<file path="src/rtl/run_controller.sv">
`default_nettype none
// ============================================================================
// Module   : run_controller
// Brief    : Debug-flow run sequencer. Decodes single-byte UART commands,
//            drives the pipeline enable/clear in continuous or single-step
//            mode, counts enabled cycles and hands off to the dump sequencer.
// Options  : RUN_CTRL_WATCHDOG_EN - cycle-limit watchdog in continuous mode
// Revision : 1.0 - initial release
// ============================================================================
module run_controller #(
  parameter int CNT_W      = 32,
  parameter int MAX_CYCLES = 1000
) (
  input  logic             clock,
  input  logic             reset,
  input  logic [7:0]       cmdData,
  input  logic             cmdAvailable,
  output logic             cmdRead,
  input  logic             endOfProgram,
  input  logic             dumpDone,
  output logic             dumpStart,
  output logic             pipeEnable,
  output logic             pipeReset,
  output logic [CNT_W-1:0] cycleCount,
  output logic             ledIdle,
  output logic             ledCont,
  output logic             ledStep,
  output logic             ledSend,
  output logic             timeout
);

  localparam logic [7:0] C_CMD_CONT = 8'h63;
  localparam logic [7:0] C_CMD_STEP = 8'h73;
  localparam logic [7:0] C_CMD_NEXT = 8'h6E;
  localparam logic [7:0] C_CMD_RET  = 8'h72;

  // CLR_* hold the one-cycle pipeline clear; DUMP_S is the dumpStart cycle,
  // DUMP_W waits for dumpDone so a done pulse in the entry cycle is ignored.
  typedef enum logic [3:0] {
    S_IDLE      = 4'd0,
    S_CLR_C     = 4'd1,
    S_CLR_S     = 4'd2,
    S_CONT      = 4'd3,
    S_STEP_WAIT = 4'd4,
    S_STEP      = 4'd5,
    S_DUMP_S    = 4'd6,
    S_DUMP_W    = 4'd7,
    S_DONE      = 4'd8
  } state_t;

  state_t           r_state;
  state_t           w_next;
  logic [CNT_W-1:0] r_cycleCount;
  logic             r_eopSeen;
  logic             w_setEop;
  logic             w_wdExpired;

`ifdef RUN_CTRL_WATCHDOG_EN
  localparam logic [CNT_W-1:0] C_MAX = CNT_W'(MAX_CYCLES);
  logic r_timeout;
  logic w_setTimeout;
  assign w_wdExpired = (r_cycleCount >= C_MAX);
  assign timeout     = r_timeout;
`else
  logic [CNT_W-1:0] w_unused_max;
  assign w_unused_max = CNT_W'(MAX_CYCLES);
  assign w_wdExpired  = 1'b0;
  assign timeout      = 1'b0;
`endif

  assign cycleCount = r_cycleCount;

  // State register
  always_ff @(posedge clock or negedge reset) begin
    if (!reset) r_state <= S_IDLE;
    else        r_state <= w_next;
  end

  // Next-state decode and all strobes/indicators
  always_comb begin
    w_next     = r_state;
    cmdRead    = 1'b0;
    dumpStart  = 1'b0;
    pipeEnable = 1'b0;
    pipeReset  = 1'b0;
    ledIdle    = 1'b0;
    ledCont    = 1'b0;
    ledStep    = 1'b0;
    ledSend    = 1'b0;
    w_setEop   = 1'b0;
`ifdef RUN_CTRL_WATCHDOG_EN
    w_setTimeout = 1'b0;
`endif
    case (r_state)
      S_IDLE: begin
        ledIdle = 1'b1;
        if (cmdAvailable) begin
          cmdRead = 1'b1;
          if (cmdData == C_CMD_CONT)      w_next = S_CLR_C;
          else if (cmdData == C_CMD_STEP) w_next = S_CLR_S;
        end
      end
      S_CLR_C: begin
        ledCont   = 1'b1;
        pipeReset = 1'b1;
        w_next    = S_CONT;
      end
      S_CLR_S: begin
        ledStep   = 1'b1;
        pipeReset = 1'b1;
        w_next    = S_STEP_WAIT;
      end
      S_CONT: begin
        ledCont = 1'b1;
        if (endOfProgram) begin
          w_setEop = 1'b1;
          w_next   = S_DUMP_S;
        end else if (w_wdExpired) begin
          w_setEop = 1'b1;
`ifdef RUN_CTRL_WATCHDOG_EN
          w_setTimeout = 1'b1;
`endif
          w_next   = S_DUMP_S;
        end else begin
          pipeEnable = 1'b1;
        end
      end
      S_STEP_WAIT: begin
        ledStep = 1'b1;
        if (cmdAvailable) begin
          cmdRead = 1'b1;
          if (cmdData == C_CMD_NEXT)     w_next = S_STEP;
          else if (cmdData == C_CMD_RET) w_next = S_IDLE;
        end
      end
      S_STEP: begin
        ledStep    = 1'b1;
        pipeEnable = 1'b1;
        w_next     = S_DUMP_S;
      end
      S_DUMP_S: begin
        ledSend   = 1'b1;
        dumpStart = 1'b1;
        w_setEop  = endOfProgram;
        w_next    = S_DUMP_W;
      end
      S_DUMP_W: begin
        ledSend  = 1'b1;
        w_setEop = endOfProgram;
        if (dumpDone) w_next = (r_eopSeen || endOfProgram) ? S_DONE : S_STEP_WAIT;
      end
      S_DONE: begin
        ledIdle = 1'b1;
        if (cmdAvailable) begin
          cmdRead = 1'b1;
          if (cmdData == C_CMD_RET) w_next = S_IDLE;
        end
      end
      default: w_next = S_IDLE;
    endcase
  end

  // Enabled-cycle counter: cleared by pipeReset, saturating at all-ones
  always_ff @(posedge clock or negedge reset) begin
    if (!reset)                                  r_cycleCount <= '0;
    else if (pipeReset)                          r_cycleCount <= '0;
    else if (pipeEnable && (r_cycleCount != '1)) r_cycleCount <= r_cycleCount + 1'b1;
  end

  // End-of-program memory, cleared whenever IDLE is (re)entered
  always_ff @(posedge clock or negedge reset) begin
    if (!reset)                 r_eopSeen <= 1'b0;
    else if (w_next == S_IDLE)  r_eopSeen <= 1'b0;
    else if (w_setEop)          r_eopSeen <= 1'b1;
  end

`ifdef RUN_CTRL_WATCHDOG_EN
  // Sticky watchdog flag, cleared on IDLE entry
  always_ff @(posedge clock or negedge reset) begin
    if (!reset)                r_timeout <= 1'b0;
    else if (w_next == S_IDLE) r_timeout <= 1'b0;
    else if (w_setTimeout)     r_timeout <= 1'b1;
  end
`endif

endmodule
`default_nettype wire

</file>
<file path="config.mk">
export PLATFORM = sky130hd
export DESIGN_NAME = run_controller
export DESIGN_NICKNAME = d
export VERILOG_FILES = /design/src/rtl/run_controller.sv
export SDC_FILE = /design/constraint.sdc
export NUM_CORES = 1
export LEC_CHECK = 0
export ABC_AREA = 1
export CAP_MARGIN = 20
export CORE_UTILIZATION = 45
export DETAILED_ROUTE_END_ITERATION = 6
export PLACE_DENSITY = 0.71
export SLEW_MARGIN = 40
export SYNTH_ARGS = -nofsm -noshare
export SYNTH_HDL_FRONTEND = slang
export SYNTH_SLANG_ARGS = --single-unit
</file>
<file path="constraint.sdc">
create_clock -name clock -period 3.6 [get_ports clock]
set_clock_uncertainty 0.05 [all_clocks]
set_input_delay 0.54 -clock clock [delete_from_list [all_inputs] [get_ports clock]]
set_output_delay 0.54 -clock clock [all_outputs]
set_load 0.01 [all_outputs]
</file>
==> run summary <==
Status: complete, no violations
Reg2reg setup slack: 1420 ps
# clock sinks: 37
Clock root cell: clkbuf_8
Buffers on Ports: 52
Final Util: 0.576
Peak Freq: 322 MHz
Post-synthesis mux area share: 0
Pin count of the biggest net entering global routing: 43
Most frequent cells in the layout: 153 x nand2_1, 81 x nor2_1, 51 x clkdlybuf4s50_1, 45 x inv_1, 45 x nand3_1
Setup_tns: 0 ps
Worst Path Required: 3010 ps
Min Tclk post-route: 3110 ps
Post-CTS Repair Setup Buffers: 0
# hold bufs at CTS: 0
H-tree lvl count: 2
Die Footprint: 6600 um^2
HPWL after DPL: 5330 um
WL final: 6920 um
Share of layout cells above drive strength 1: 0.0957
I/O pin cnt: 54
Total CTS buffers: 5
Routed vias/inst: 4.99
Post-synthesis xor/xnor area fraction: 0.0372
Starting Density: 0.472
Detailed Routing Iterations Pass 1: 5
Slew @ Worst Pin: 602 ps
Setup slack after layout: 490 ps
Worst-Skew Late Latency: 290 ps
Reg2reg end: cycleCount[28]
Final Hold Vio Count: 0
Fin. max-slew vios: 0
# setup viols final: 0
Avg WL per Cell: 12.2 um
Largest family of logic cells by synthesized area: simple AND/OR/NAND/NOR gates
Core area: 5990 um^2
RSZ-0062 raised after global routing: no
Layout area overhead: 22.2%
Initial antenna violation count: 0
Die extent in x: 81.2 um
Yosys top cell area share: 0.328
ANT cells: 0
Aggregate global routing overflow: 0
Die Ht: 81.2 um
Ys async rst share: 1.00
# resized after CTS: 0
CTS max path bufs: 2
Register area share after synthesis: 0.328
Sequential Area: 926 um^2
CTS tree: built
Most common cell after layout, fill and taps aside: nand2_1
Adder-cell area share of the yosys netlist: 0.00443
Yosys reg bits: 37
DRC Markers: 0
Compound-Gate Fraction of Synth Area: 0.0660
Slew margin rel.: 0.598
Worst r2r path cells: 11
Crit share post-route: 0.864
Total chip power: 0.00213 W
Leak pwr: 1.56 nW
Gate Count Post-Synth: 440
Simple-gate share of the synthesized area: 0.473
Multi-input gate area: 1640 um^2
Routability cong.: 0.911
Reg clk slew, reported paths: 80 ps
CP endpoint kind: primary output
Main synth FF type: dfrtp_1
Avg Inst Size Synth: 6.42 um^2
Syn nets: 454
Std-Cell Rows: 28
Setup WS pre-CTS: 822 ps
Synth cell types: 30
Vias in the first global route: 2622
Worst hold path class: primary input to async pin
Synth area leader: dfrtp_1
EDFF count, synth: 0
DR iter-0 viols: 199
Max-Cap Viols: 0
Wire length of the first global-routing pass: 11700 um
Total number of vias: 2823
Ranking of synthesized cells by area: dfrtp_1 33%, nand2_1 20%, nor2_1 11%, nand3_1 8.0%, inv_1 6.0%
Total number of yosys warnings: 0
Total track usage: 0.229
CP Class: flop to primary output
Worst r2r src: cycleCount[0]
Final nets: 505
Power per cell area: 617 nW/um^2
Crit Path Max Fanout: 24
Routed Antenna Nets: 0
Maximum vdd ir drop: 0.000438 V
Mapped Area: 2830 um^2
CP startpoint kind: flop
Fill cells: 564
Worst Path Arrival: 2520 ps
==> worst max-delay path: stages, from the launching register on <==
cell,delay (ps)
dfrtp_1,450
inv_1,100
nand2_1,130
nor2_1,100
nor2_4,500
clkinv_1,380
clkdlybuf4s50_1,570
==> how the worst max path moves through the flow <==
stage / from / to / slack (ps) / depth (start not counted)
after CTS: r_state[0] / pipeReset / 500 / 6
after floorplan: cycleCount[0] / cycleCount[11] / 1810 / 11
after global routing: r_state[0] / pipeReset / 320 / 6
after global placement: r_state[0] / pipeReset / 940 / 6
after detailed placement: r_state[0] / pipeReset / 820 / 6
final: r_state[0] / pipeReset / 490 / 6
==> cell families after synthesis <==
family,after synthesis
other,1
buffers and inverters,56
AND/OR/NAND/NOR,307
AO/OA/AOI/OAI,26
XOR/XNOR,12
adder cells (fa/ha/maj),1
flip-flops,37
==> state kept, by name, indices dropped and copies added, names as in the netlist <==
register,count
cycleCount,32
r_state,4
r_eopSeen,1
==> power by group <==
part | switching [W] | internal, W
Combinational | 0.000659 | 0.000452
Sequential | 0.000191 | 0.000529
Clock | 0.000148 | 0.000152
==> cell usage after synthesis, types with 2 or more instances <==
cell / instances
xnor2_1: 6
o21ai_1: 3
nand2_1: 153
nand3_1: 45
or2_2: 2
xor2_1: 6
a21oi_1: 2
nor2_2: 3
o21ai_2: 14
nand3b_1: 2
nand2_4: 4
nor2_4: 4
nor2_1: 81
buf_6: 3
nand2_2: 10
inv_1: 45
dfrtp_1: 37
nand4_1: 2
o21ai_0: 5
buf_2: 3
==> stage by stage <==
step | std cells | cell area [um^2] | hold slack (ps)
CTS | 566 | 3450 | 321
detailed placement | 559 | 3360 | 470
finish | 566 | 3450 | 150
floorplan | 440 | 2830 | 194
global placement | 559 | 3360 | 469
global route | 566 | 3450 | 196
==> metal layers <==
metal	vias to the layer above	global-route usage	wire, um
met3	8	0.0337	246
li1	1468	-	-
met1	1272	0.296	3250
met4	0	0.0661	92
met5	-	0	0
met2	75	0.392	3330
==> final cells by class <==
type                       count  area share
clock buffer                   7      0.0250
inverter                      48      0.0536
multi-input combinational    347       0.476
sequential                    37       0.268
tap                           75      0.0272
timing repair buffer          52       0.150
No activity file was read; power rests on OpenSTA's default activity.
